--- src/rtl/lcd_pkg.sv ---
// Shared definitions for the HD44780 4-bit controller: command codes,
// instruction bytes, delay constants and the init-sequence table.
package lcd_pkg;

  typedef enum logic [1:0] {
    CMD_CHAR  = 2'd0,
    CMD_CLEAR = 2'd1,
    CMD_GOTO  = 2'd2,
    CMD_RAW   = 2'd3
  } cmd_type_e;

  // Post-byte / post-nibble wait selector.
  typedef enum logic [1:0] {W_40, W_100, W_1640, W_4100} wait_sel_e;

  localparam logic [7:0] INS_CLEAR     = 8'h01;
  localparam logic [7:0] INS_ENTRY     = 8'h06;
  localparam logic [7:0] INS_DISP_ON   = 8'h0C;
  localparam logic [7:0] INS_FSET_4B   = 8'h20;
  localparam logic [7:0] INS_FSET_2L   = 8'h08;
  localparam logic [7:0] INS_SET_DDRAM = 8'h80;

  localparam int unsigned T_NIB_US   = 1;
  localparam int unsigned T_SHORT_US = 40;
  localparam int unsigned T_MID_US   = 100;
  localparam int unsigned T_LONG_US  = 1640;
  localparam int unsigned T_POR_US   = 4100;

  localparam logic [2:0] INIT_LAST = 3'd7;

  // One init step: a lone high nibble (in data[7:4]) or a full byte, plus its wait.
  typedef struct packed {
    logic      nib_only;
    logic [7:0] data;
    wait_sel_e wsel;
  } init_item_t;

  // Microseconds to clock cycles; never returns zero so timers always advance.
  function automatic int unsigned us_to_cyc(input int unsigned clk_hz, input int unsigned us);
    int unsigned c;
    c = (clk_hz / 32'd1_000_000) * us;
    return (c == 32'd0) ? 32'd1 : c;
  endfunction

  // DDRAM start address of each display row.
  function automatic logic [7:0] row_base(input logic [1:0] row, input int unsigned cols);
    case (row)
      2'd0:    return 8'h00;
      2'd1:    return 8'h40;
      2'd2:    return 8'(cols);
      default: return 8'(32'h40 + cols);
    endcase
  endfunction

  // Clear and return-home need the long execution time.
  function automatic logic is_long_instr(input logic [7:0] data);
    return (data[7:2] == 6'd0) && (data[1:0] != 2'd0);
  endfunction

  // Power-up init table: three 0x3 wake-ups, switch to 4-bit, then configure.
  function automatic init_item_t init_item(input logic [2:0] step, input int unsigned rows);
    init_item_t it;
    it = '{1'b0, INS_ENTRY, W_40};
    case (step)
      3'd0:    it = '{1'b1, 8'h30, W_4100};
      3'd1:    it = '{1'b1, 8'h30, W_100};
      3'd2:    it = '{1'b1, 8'h30, W_40};
      3'd3:    it = '{1'b1, 8'h20, W_40};
      3'd4:    it = '{1'b0, (rows > 1) ? (INS_FSET_4B | INS_FSET_2L) : INS_FSET_4B, W_40};
      3'd5:    it = '{1'b0, INS_DISP_ON, W_40};
      3'd6:    it = '{1'b0, INS_CLEAR, W_1640};
      default: it = '{1'b0, INS_ENTRY, W_40};
    endcase
    return it;
  endfunction

endpackage

--- src/rtl/lcd_hd44780_ctrl_if.sv ---
// Command channel between the display-formatting logic and the LCD controller.
interface lcd_hd44780_ctrl_if;
  logic       cmd_valid;
  logic       cmd_ready;
  logic [1:0] cmd_type;
  logic [7:0] cmd_data;
  logic [1:0] cmd_row;
  logic [5:0] cmd_col;

  modport master (output cmd_valid, cmd_type, cmd_data, cmd_row, cmd_col, input cmd_ready);
  modport slave  (input cmd_valid, cmd_type, cmd_data, cmd_row, cmd_col, output cmd_ready);
endinterface

--- src/rtl/lcd_nibble_tx.sv ---
// Sends one 4-bit nibble: SETUP (e=0), E_HI (e=1), HOLD (e=0), each NIB_CYC cycles.
// rs/d are latched on start and held until the next start.
module lcd_nibble_tx #(
  parameter int unsigned NIB_CYC = 12
) (
  input  logic       clk,
  input  logic       rst,
  input  logic       start,
  input  logic [3:0] nibble,
  input  logic       rs,
  output logic       done,
  output logic       lcd_e,
  output logic       lcd_rs,
  output logic [3:0] lcd_d
);

  typedef enum logic [1:0] {PH_IDLE, PH_SETUP, PH_EHI, PH_HOLD} phase_e;

  phase_e      phase, phase_nxt;
  logic [31:0] cnt;
  logic        ph_last;

  assign ph_last = (cnt == NIB_CYC - 1);

  // Phase sequencing; each timed phase ends when the counter reaches NIB_CYC-1.
  always_comb begin
    phase_nxt = phase;
    case (phase)
      PH_IDLE:  if (start)   phase_nxt = PH_SETUP;
      PH_SETUP: if (ph_last) phase_nxt = PH_EHI;
      PH_EHI:   if (ph_last) phase_nxt = PH_HOLD;
      PH_HOLD:  if (ph_last) phase_nxt = PH_IDLE;
      default:               phase_nxt = PH_IDLE;
    endcase
  end

  // Phase register.
  always_ff @(posedge clk) begin
    if (rst) phase <= PH_IDLE;
    else     phase <= phase_nxt;
  end

  // Phase timer, pin registers and the one-cycle done pulse.
  always_ff @(posedge clk) begin
    if (rst) begin
      cnt    <= '0;
      done   <= 1'b0;
      lcd_e  <= 1'b0;
      lcd_rs <= 1'b0;
      lcd_d  <= '0;
    end else begin
      if (phase != phase_nxt)   cnt <= '0;
      else if (phase != PH_IDLE) cnt <= cnt + 32'd1;
      if (phase == PH_IDLE && start) begin
        lcd_rs <= rs;
        lcd_d  <= nibble;
      end
      lcd_e <= (phase_nxt == PH_EHI);
      done  <= (phase == PH_HOLD) && ph_last;
    end
  end

endmodule

--- src/rtl/lcd_hd44780_ctrl.sv ---
// HD44780 4-bit controller: power-up wait, init sequence, then CHAR/CLEAR/GOTO/RAW
// commands with cursor tracking and automatic line wrap.
module lcd_hd44780_ctrl
  import lcd_pkg::*;
#(
  parameter int unsigned CLK_HZ   = 12_000_000,
  parameter int unsigned COLS     = 16,
  parameter int unsigned ROWS     = 2,
  parameter int unsigned PWRUP_US = 40000
) (
  input  logic                     clk,
  input  logic                     rst,
  lcd_hd44780_ctrl_if.slave        cmd,
  output logic                     init_done,
  output logic [1:0]               cur_row,
  output logic [5:0]               cur_col,
  output logic                     lcd_rs,
  output logic                     lcd_e,
  output logic [3:0]               lcd_d
);

  localparam int unsigned NIB_CYC   = us_to_cyc(CLK_HZ, T_NIB_US);
  localparam int unsigned PWRUP_CYC = us_to_cyc(CLK_HZ, PWRUP_US);
  localparam int unsigned W40_CYC   = us_to_cyc(CLK_HZ, T_SHORT_US);
  localparam int unsigned W100_CYC  = us_to_cyc(CLK_HZ, T_MID_US);
  localparam int unsigned W1640_CYC = us_to_cyc(CLK_HZ, T_LONG_US);
  localparam int unsigned W4100_CYC = us_to_cyc(CLK_HZ, T_POR_US);
  localparam logic [5:0]  LAST_COL  = 6'(COLS - 1);
  localparam logic [1:0]  LAST_ROW  = 2'(ROWS - 1);

  typedef enum logic [2:0] {ST_PWRUP, ST_IDLE, ST_SEND, ST_WAIT, ST_WRAP} state_e;

  state_e      state, state_nxt;
  logic [31:0] timer, wait_lim;
  logic [7:0]  tx_byte;
  logic [3:0]  tx_nib;
  logic        tx_rs, tx_nib_only, tx_lo, tx_start, tx_done;
  wait_sel_e   tx_wsel;
  logic [2:0]  istep, istep_nx;
  init_item_t  init_nx;
  logic        wrap_pend, accept, pwrup_end, wait_end, byte_end, init_load;
  logic [1:0]  goto_row;
  logic [5:0]  goto_col;

  assign cmd.cmd_ready = (state == ST_IDLE);
  assign tx_nib        = tx_lo ? tx_byte[3:0] : tx_byte[7:4];

  // Decode helpers: acceptance, timer expiries, next init step, clamped GOTO target.
  always_comb begin
    accept   = (state == ST_IDLE) && cmd.cmd_valid;
    istep_nx = (state == ST_PWRUP) ? 3'd0 : istep + 3'd1;
    init_nx  = init_item(istep_nx, ROWS);
    wait_lim = W40_CYC;
    case (tx_wsel)
      W_100:   wait_lim = W100_CYC;
      W_1640:  wait_lim = W1640_CYC;
      W_4100:  wait_lim = W4100_CYC;
      default: wait_lim = W40_CYC;
    endcase
    pwrup_end = (timer == PWRUP_CYC - 1);
    wait_end  = (timer == wait_lim - 32'd1);
    byte_end  = tx_done && (tx_nib_only || tx_lo);
    init_load = ((state == ST_PWRUP) && pwrup_end) ||
                ((state == ST_WAIT) && wait_end && !init_done && (istep != INIT_LAST));
    goto_row  = (cmd.cmd_row > LAST_ROW) ? LAST_ROW : cmd.cmd_row;
    goto_col  = (cmd.cmd_col > LAST_COL) ? LAST_COL : cmd.cmd_col;
  end

  // Next-state logic for the init and command sequencer.
  always_comb begin
    state_nxt = state;
    case (state)
      ST_PWRUP: if (pwrup_end) state_nxt = ST_SEND;
      ST_IDLE:  if (accept)    state_nxt = ST_SEND;
      ST_SEND:  if (byte_end)  state_nxt = ST_WAIT;
      ST_WAIT:
        if (wait_end) begin
          if (!init_done) state_nxt = (istep == INIT_LAST) ? ST_IDLE : ST_SEND;
          else            state_nxt = wrap_pend ? ST_WRAP : ST_IDLE;
        end
      ST_WRAP:  state_nxt = ST_SEND;
      default:  state_nxt = ST_PWRUP;
    endcase
  end

  // State register.
  always_ff @(posedge clk) begin
    if (rst) state <= ST_PWRUP;
    else     state <= state_nxt;
  end

  // Control: timers, nibble start strobes, init progress and cursor tracking.
  always_ff @(posedge clk) begin
    if (rst) begin
      timer     <= '0;
      tx_start  <= 1'b0;
      tx_lo     <= 1'b0;
      istep     <= '0;
      init_done <= 1'b0;
      cur_row   <= '0;
      cur_col   <= '0;
      wrap_pend <= 1'b0;
    end else begin
      tx_start <= 1'b0;
      if (state != state_nxt) timer <= '0;
      else if (state == ST_PWRUP || state == ST_WAIT) timer <= timer + 32'd1;
      if (init_load) begin
        istep    <= istep_nx;
        tx_lo    <= 1'b0;
        tx_start <= 1'b1;
      end
      case (state)
        ST_WAIT:
          if (wait_end && !init_done && istep == INIT_LAST) begin
            init_done <= 1'b1;
            cur_row   <= '0;
            cur_col   <= '0;
          end
        ST_SEND:
          if (tx_done && !byte_end) begin
            tx_lo    <= 1'b1;
            tx_start <= 1'b1;
          end
        ST_WRAP: begin
          wrap_pend <= 1'b0;
          tx_lo     <= 1'b0;
          tx_start  <= 1'b1;
        end
        ST_IDLE:
          if (accept) begin
            tx_lo    <= 1'b0;
            tx_start <= 1'b1;
            case (cmd_type_e'(cmd.cmd_type))
              CMD_CHAR:
                if (cur_col == LAST_COL) begin
                  cur_col   <= '0;
                  cur_row   <= (cur_row == LAST_ROW) ? 2'd0 : cur_row + 2'd1;
                  wrap_pend <= 1'b1;
                end else begin
                  cur_col <= cur_col + 6'd1;
                end
              CMD_CLEAR: begin
                cur_row <= '0;
                cur_col <= '0;
              end
              CMD_GOTO: begin
                cur_row <= goto_row;
                cur_col <= goto_col;
              end
              default: ;
            endcase
          end
        default: ;
      endcase
    end
  end

  // Byte to transmit, its register select and post-byte wait, captured at load time.
  always_ff @(posedge clk) begin
    if (init_load) begin
      tx_byte     <= init_nx.data;
      tx_rs       <= 1'b0;
      tx_nib_only <= init_nx.nib_only;
      tx_wsel     <= init_nx.wsel;
    end else if (state == ST_WRAP) begin
      tx_byte     <= INS_SET_DDRAM | row_base(cur_row, COLS);
      tx_rs       <= 1'b0;
      tx_nib_only <= 1'b0;
      tx_wsel     <= W_40;
    end else if (accept) begin
      tx_nib_only <= 1'b0;
      case (cmd_type_e'(cmd.cmd_type))
        CMD_CHAR: begin
          tx_byte <= cmd.cmd_data;
          tx_rs   <= 1'b1;
          tx_wsel <= W_40;
        end
        CMD_CLEAR: begin
          tx_byte <= INS_CLEAR;
          tx_rs   <= 1'b0;
          tx_wsel <= W_1640;
        end
        CMD_GOTO: begin
          tx_byte <= INS_SET_DDRAM | (row_base(goto_row, COLS) + {2'b00, goto_col});
          tx_rs   <= 1'b0;
          tx_wsel <= W_40;
        end
        default: begin
          tx_byte <= cmd.cmd_data;
          tx_rs   <= 1'b0;
          tx_wsel <= is_long_instr(cmd.cmd_data) ? W_1640 : W_40;
        end
      endcase
    end
  end

  lcd_nibble_tx #(.NIB_CYC(NIB_CYC)) u_nibble_tx (
    .clk    (clk),
    .rst    (rst),
    .start  (tx_start),
    .nibble (tx_nib),
    .rs     (tx_rs),
    .done   (tx_done),
    .lcd_e  (lcd_e),
    .lcd_rs (lcd_rs),
    .lcd_d  (lcd_d)
  );

endmodule

--- src/flat_wrapper.sv ---
// flat-port wrapper written by rule: the top's interface ports become plain ports
module lcd_hd44780_ctrl_flat import lcd_pkg::*;
#(
  parameter int unsigned CLK_HZ   = 12_000_000,
  parameter int unsigned COLS     = 16,
  parameter int unsigned ROWS     = 2,
  parameter int unsigned PWRUP_US = 40000
)
  (clk, rst, init_done, cur_row, cur_col, lcd_rs, lcd_e, lcd_d, cmd_cmd_valid, cmd_cmd_type, cmd_cmd_data, cmd_cmd_row, cmd_cmd_col, cmd_cmd_ready);
  lcd_hd44780_ctrl_if cmd_i ();
  input  logic clk;
  input  logic rst;
  output logic init_done;
  output logic [1:0] cur_row;
  output logic [5:0] cur_col;
  output logic lcd_rs;
  output logic lcd_e;
  output logic [3:0] lcd_d;
  input wire logic [$bits(cmd_i.cmd_valid)-1:0] cmd_cmd_valid;
  input wire logic [$bits(cmd_i.cmd_type)-1:0] cmd_cmd_type;
  input wire logic [$bits(cmd_i.cmd_data)-1:0] cmd_cmd_data;
  input wire logic [$bits(cmd_i.cmd_row)-1:0] cmd_cmd_row;
  input wire logic [$bits(cmd_i.cmd_col)-1:0] cmd_cmd_col;
  output wire logic [$bits(cmd_i.cmd_ready)-1:0] cmd_cmd_ready;
  assign cmd_i.cmd_valid = cmd_cmd_valid;
  assign cmd_i.cmd_type = cmd_cmd_type;
  assign cmd_i.cmd_data = cmd_cmd_data;
  assign cmd_i.cmd_row = cmd_cmd_row;
  assign cmd_i.cmd_col = cmd_cmd_col;
  assign cmd_cmd_ready = cmd_i.cmd_ready;
  lcd_hd44780_ctrl #(.CLK_HZ(CLK_HZ), .COLS(COLS), .ROWS(ROWS), .PWRUP_US(PWRUP_US)) u_core (.clk(clk), .rst(rst), .cmd(cmd_i), .init_done(init_done), .cur_row(cur_row), .cur_col(cur_col), .lcd_rs(lcd_rs), .lcd_e(lcd_e), .lcd_d(lcd_d));
endmodule
--- config.mk ---
export PLATFORM = sky130hd
export DESIGN_NAME = lcd_hd44780_ctrl_flat
export DESIGN_NICKNAME = d
export VERILOG_FILES = /design/src/rtl/lcd_pkg.sv /design/src/rtl/lcd_hd44780_ctrl_if.sv /design/src/rtl/lcd_nibble_tx.sv /design/src/rtl/lcd_hd44780_ctrl.sv /design/src/flat_wrapper.sv
export SDC_FILE = /design/constraint.sdc
export NUM_CORES = 1
export LEC_CHECK = 0
export ABC_AREA = 1
export ABC_CLOCK_PERIOD_IN_PS = 2500
export BUFFER_PORTS_ARGS = -buffer_cell sky130_fd_sc_hd__buf_4
export CAP_MARGIN = 20
export CORE_ASPECT_RATIO = 0.5
export CORE_UTILIZATION = 45
export DETAILED_ROUTE_END_ITERATION = 8
export GPL_TIMING_DRIVEN = 0
export SLEW_MARGIN = 20
export SYNTH_ARGS = -nofsm -noshare
export SYNTH_HDL_FRONTEND = slang
export SYNTH_HIERARCHICAL = 1
export SYNTH_SLANG_ARGS = --single-unit
--- constraint.sdc ---
create_clock -name clk -period 2.5 [get_ports clk]
set_clock_uncertainty 0.15 [all_clocks]
set_input_delay 0.5 -clock clk [delete_from_list [all_inputs] [get_ports clk]]
set_output_delay 0.5 -clock clk [all_outputs]
set_load 0.1 [all_outputs]
==> flow_metrics.tcl, run 1 <==
set metrics [dict create \
    detail_route.first_pass.iterations 5 \
    drt_first_iter_violations 400 \
    finish.utilization_pct 54.00 \
    netlist.area_leader.share_pct 26.41 \
    yosys.area.top_type "dfxtp_1" \
    synth_compound_area_share_pct 5.939 \
    cp_common_cell "nand2_2" \
    hold_violations 0 \
    fmax_mhz 415.9 \
    routedWlPerCell_um 14.05 \
    synth_area_leaders "dfxtp_1 26%, nand2_1 14%, nor2_1 10%, inv_1 5.4%, nor3_2 4.9%" \
    slowest_stage "edfxtp_1" \
    period_minus_slack_ns 2.404 \
    tightest_slew_ns 0.5897 \
    outcome "completed" \
    synthXorXnorAreaFrac_pct 5.275 \
    finalWorstSetupSlack_ns 0.09585 \
    clk_latency_ns 0.36 \
    max_stage_delay_ns 0.46 \
    grt_max_degree 20 \
    start_kind "flip-flop" \
    routed_wl_um 18180 \
    cts_tree "done" \
    yosys.area_share.adder_pct 2.692 \
    grt_pass1_vias 6186 \
    die_y_um 90.02 \
    grt_overflow_total 0 \
    drv_slew 0 \
    ant_nets 0 \
    worstPathRequired_ns 2.63 \
    cts_buffers 9 \
    synth_cell_types 44 \
    min_path_type "primary input to flip-flop" \
    yosysWarnings 6 \
    ctsHoldBuffers 0 \
    root_buffer "clkbuf_16" \
    nets 1127 \
    critPathKind "flip-flop to flip-flop" \
    fin_crit_sh_pct 96.17 \
    leakage_nw 3.310 \
    ys_seq_elements 103 \
    ioPinCount 37 \
    drive_gt1_share_pct 19.16 \
    vdd_drop_max_uv 321.0 \
    die-area_um2 16030 \
    rows 31 \
    synth_top_family_by_area "simple AND/OR/NAND/NOR gates" \
    path_clk_slew_ns 0.08 \
    diodes 0 \
    cts-htree-levels 3 \
    mostFrequentLayoutCells "250 x nand2_1, 184 x nor2_1, 96 x inv_1, 92 x dfxtp_1, 65 x nand3_1" \
    core_um2 14780 \
    slew_headroom_pct 60.69 \
    vias_per_cell 5.103 \
    final_common_cell "nand2_1" \
    synth_area_um2 6973 \
    antenna_found_initial 0 \
    place_hpwl_um 13790 \
    netlist_instances 1035 \
    avgSynthCellArea_um2 6.737 \
    grt_pass1_wl_um 29650 \
    path_max_fanout 10 \
    groute.usage.overall_pct 23.33 \
    crit_arrival_ns 2.54 \
    synth-simple-area-share_pct 45.79 \
    cp-end-kind "flip-flop" \
    synth_mux_area_share_pct 0.2871 \
    crit_chain "buf_4 -> ha_2 -> nand2_2 -> nand2_1 -> nor2_1 -> nand2_1 -> nor2_2 -> nand3_4 -> nand2_4 -> nand2_2 -> nand2_2 -> nand3_4 -> buf_8 -> nor3_2" \
    portBuffers 36 \
    drc_errors 0 \
    timing.max_cap.violations 0 \
    finalSetupViolCount 0 \
    ys_seq_area_share_pct 31.15 \
    clkSinkCount 103 \
    place_congestion 0.9303 \
    place_ws_ns -0.07288 \
    areaGrowthSynthToFinish_pct 14.44 \
    vias 6603 \
    rsz0062_at_grt "true" \
    power_density_nw_per_um2 420.7 \
    start_util_pct 47.18 \
    clockBufferDepth 2 \
    die_w_um 178.0 \
]
==> timing repair <==
item                       4_1_cts  5_1_grt
gates cloned                     0        1
resized for setup                1       27
setup endpoints to repair       11       56
hold endpoints to repair         0        0
pin swaps                        0        4
buffers inserted                 0        7
==> cells in the mapped netlist (all sizes together) <==
| cell | n |
|---|---|
| o31ai | 1 |
| conb | 1 |
| a21o | 3 |
| edfxtp | 11 |
| a211oi | 1 |
| nand3 | 74 |
| mux2i | 2 |
| inv | 117 |
| nand4 | 18 |
| nor3 | 66 |
| xor2 | 37 |
| clkbuf | 4 |
| nand3b | 4 |
| a21oi | 37 |
| nor3b | 1 |
| or2 | 3 |
| o21bai | 1 |
| ha | 15 |
| nor4 | 4 |
| o211ai | 1 |
| o21ai | 28 |
| o2111ai | 2 |
| dfxtp | 92 |
| xnor2 | 5 |
| nor2 | 218 |
| nand2 | 270 |
| o21a | 1 |
| buf | 17 |
| clkinv | 1 |
==> through the flow <==
| step | std cells | area [um2] | hold slack (ns) | TNS [ns] | total power [mW] |
|---|---|---|---|---|---|
| after global placement | 1270 | 7495 | 0.3196 | -0.7120 | 1.875 |
| after CTS | 1286 | 7811 | 0.2122 | 0 | 3.416 |
| after detailed placement | 1270 | 7495 | 0.3227 | -0.7970 | 1.877 |
| final | 1294 | 7980 | 0.2237 | 0 | 3.357 |
| after floorplan | 1036 | 6977 | 0.2984 | 0 | 1.813 |
| after global routing | 1294 | 7980 | 0.2204 | -0.8148 | 3.493 |
==> sequential cells by signal, indices dropped and copies added (netlist names) <==
signal,count
u_core/u_nibble_tx/done,1
u_core/tx_start,1
u_core/state,3
u_core/tx_byte,8
u_core/init_done,1
u_core/u_nibble_tx/lcd_d,4
u_core/cur_col,6
u_core/istep,3
u_core/u_nibble_tx/cnt,32
u_core/u_nibble_tx/lcd_e,1
u_core/wrap_pend,1
u_core/u_nibble_tx/phase,2
u_core/tx_rs,1
u_core/tx_wsel,2
u_core/tx_nib_only,1
u_core/cur_row,2
u_core/tx_lo,1
u_core/timer,32
u_core/u_nibble_tx/lcd_rs,1
==> kinds of logic (layout without fill, tap and decap cells) <==
| family | Yosys count | count (layout) |
|---|---|---|
| buffers and inverters | 139 | 199 |
| flip-flops | 103 | 103 |
| AND/OR/NAND/NOR | 658 | 658 |
| multiplexers | 2 | 2 |
| AO/OA/AOI/OAI | 75 | 75 |
| other | 1 | 2 |
| adder cells (fa/ha/maj) | 15 | 15 |
| XOR/XNOR | 42 | 42 |
==> per-layer routing <==
| layer | up-vias | wire length (um) | track usage, % |
|---|---|---|---|
| met3 | 17 | 577 | 5.034 |
| li1 | 3415 | - | - |
| met1 | 3063 | 8404 | 28.49 |
| met2 | 108 | 9013 | 41.54 |
| met5 | - | 0 | 0 |
| met4 | 0 | 181 | 5.199 |
==> final timing paths <==
path                                                 from                           to  slack (ns)  cells after the start
worst max-delay path                    u_core/tx_wsel[1]             u_core/timer[10]         0.1                     14
worst min-delay path                                  rst  u_core/u_nibble_tx/phase[0]        0.22                      2
worst max register to register          u_core/tx_wsel[1]             u_core/timer[10]         0.1                     14
worst min register to register  u_core/u_nibble_tx/cnt[0]    u_core/u_nibble_tx/cnt[0]        0.33                      2
==> critical path: cells and delay by family (launching register included) <==
kind / cells / cell delay, ns
DFF: 1 / 0.46
adders and majority gates: 1 / 0.18
buffers and inverters: 2 / 0.38
and+or+nand+nor: 11 / 1.14
==> power by group <==
group          internal, mW  total, mW  switching, mW
logic                0.0679      0.166         0.0979
clock network         0.803       1.51          0.709
registers              1.67       1.68        0.00611
==> layout make-up <==
type	count	area, um2
Fill cell	1523	6798
Multi-Input combinational cell	794	4268
Sequential cell	103	2172
Inverter	118	449.2
Timing Repair Buffer	44	351.6
Tap cell	198	247.7
Clock buffer	9	225.2
Buffer	21	177.7
Clock inverter	7	88.84
(Power assumes the default switching activity.)
==> run 2: changes to the inputs <==
- ABC_CLOCK_PERIOD_IN_PS: 2500 -> 2000
- clock period: 2.5 -> 2 ns (I/O delays scaled with it)
==> run 2 against run 1 <==
Against the previous run:
- cell count is essentially flat
- die area did not move
- design area up 2.3%
- via count grew 0.11%
- the flow now finishes with violations (negative setup slack)
==> flow_metrics.tcl, run 2 (synthesis gave the netlist of run 1 again) <==
set metrics [dict create \
    clk_latency_ns 0.36 \
    portBuffers 36 \
    clkSinkCount 103 \
    routedWlPerCell_um 14.37 \
    ant_nets 0 \
    drc_errors 0 \
    min_path_type "primary input to flip-flop" \
    detail_route.first_pass.iterations 5 \
    cts_buffers 9 \
    rsz0062_at_grt "true" \
    rows 31 \
    nets 1128 \
    vdd_drop_max_uv 386.0 \
    root_buffer "clkbuf_16" \
    grt_max_degree 22 \
    path_clk_slew_ns 0.08 \
    cp-end-kind "flip-flop" \
    die_y_um 90.02 \
    finalWorstSetupSlack_ns -0.4135 \
    final_area_um2 8165 \
    areaGrowthSynthToFinish_pct 17.10 \
    routed_wl_um 18610 \
    start_util_pct 47.18 \
    timing.max_cap.violations 0 \
    grt_pass1_wl_um 30530 \
    grt_overflow_total 0 \
    critical_path.top_delay_family "simple AND/OR/NAND/NOR gates" \
    power_density_nw_per_um2 508.0 \
    finalSetupViolCount 70 \
    cts_tree "done" \
    violations "negative setup slack" \
    slowest_stage "edfxtp_1" \
    placed_area_um2 7527 \
    ioPinCount 37 \
    place_ws_ns -0.3964 \
    fmax_mhz 414.3 \
    mostFrequentLayoutCells "239 x nand2_1, 180 x nor2_1, 93 x inv_1, 87 x dfxtp_1, 60 x nand3_1" \
    max_stage_delay_ns 0.49 \
    drt_first_iter_violations 380 \
    drv_slew 0 \
    leakage_nw 3.338 \
    crit_arrival_ns 2.39 \
    path_max_fanout 6 \
    drive_gt1_share_pct 22.97 \
    power.total_mw 4.148 \
    finalSetupTns_ns -21.57 \
    core_um2 14780 \
    place_hpwl_um 14010 \
    grt_pass1_vias 6441 \
    vias 6610 \
    critical_path_buf_inv_count 4 \
    slew_headroom_pct 52.45 \
    antenna_found_initial 0 \
    critPathKind "flip-flop to flip-flop" \
    crit_chain "buf_6 -> ha_4 -> inv_2 -> nand2_1 -> nand2_2 -> nor2_2 -> nand2_2 -> nor2_4 -> nand3_4 -> nor2_4 -> nor2_4 -> inv_4 -> buf_6 -> nand3_1 -> nand3_2" \
    outcome "finished, violations left" \
    final_common_cell "nand2_1" \
    vias_per_cell 5.104 \
    period_minus_slack_ns 2.414 \
    worstPathRequired_ns 1.97 \
    fin_crit_sh_pct 120.7 \
    place_congestion 0.9403 \
    groute.usage.overall_pct 23.78 \
    die-area_um2 16030 \
    cts-htree-levels 3 \
    clockBufferDepth 2 \
    largestRegisters "u_core/timer: 32 flops, u_core/u_nibble_tx/cnt: 32 flops, u_core/tx_byte: 8 flops" \
    tightest_slew_ns 0.7132 \
    die_w_um 178.0 \
    start_kind "flip-flop" \
    diodes 0 \
    cp_common_cell "nor2_4" \
    hold_violations 0 \
]
run 2: metal layers:
layer  wire length [um]  track usage, %  part of all wire (%)  up-vias
met5                  0               0                     0        -
met4                368           6.695                   2.0        0
met3                618           4.442                   3.3       31
met2               9131           41.96                    49      107
met1               8486           29.26                    46     3054
li1                   -               -                     -     3418
run 2: final timing paths:
check,to,start,slack [ns],cells after the start
min,u_core/wrap_pend,rst,0.12,2
max reg2reg,u_core/tx_wsel[1],u_core/tx_wsel[0],-0.41,15
min reg2reg,u_core/u_nibble_tx/cnt[0],u_core/u_nibble_tx/cnt[0],0.34,2
max,u_core/tx_wsel[1],u_core/tx_wsel[0],-0.41,15
run 2: repair_timing:
item | 4_1_cts | 5_1_grt
setup endpoints to repair | 69 | 77
setup buffers | 1 | 6
hold buffers | 0 | 0
cloned | 1 | 1
gates resized for setup | 30 | 47
pin swaps | 7 | 11
run 2: worst register-to-register path, delay by kind of cell, from the launching register on:
kind                       cells  cell delay (ns)
DFF                            1             0.49
buffers and inverters          4             0.46
and+or+nand+nor               10             0.91
adders and majority gates      1             0.17
run 2: area by class of cell:
cell class | count | area [um2]
fill | 1468 | 6613
multi-input combinational | 795 | 4452
sequential | 103 | 2183
inverter | 118 | 451.7
timing repair buffer | 44 | 350.3
tap | 198 | 247.7
clock buffer | 9 | 225.2
buffer | 21 | 173.9
clock inverter | 7 | 81.33
run 2: power by group:
part	switching, mW	internal, mW	leakage [nW]
Sequential	0.00850	2.09	0.842
Combinational	0.128	0.0834	2.35
Clock	0.942	0.897	0.150
Total	1.08	3.07	3.34
run 2: per-stage QoR:
| stage | hold WS, ns | std cells | util (%) |
|---|---|---|---|
| after detailed placement | 0.3315 | 1270 | 50.94 |
| after CTS | 0.1141 | 1288 | 53.78 |
| after global routing | 0.1316 | 1295 | 55.25 |
| after floorplan | 0.2974 | 1036 | - |
| final | 0.1210 | 1295 | 55.25 |
| after global placement | 0.3217 | 1270 | 50.94 |
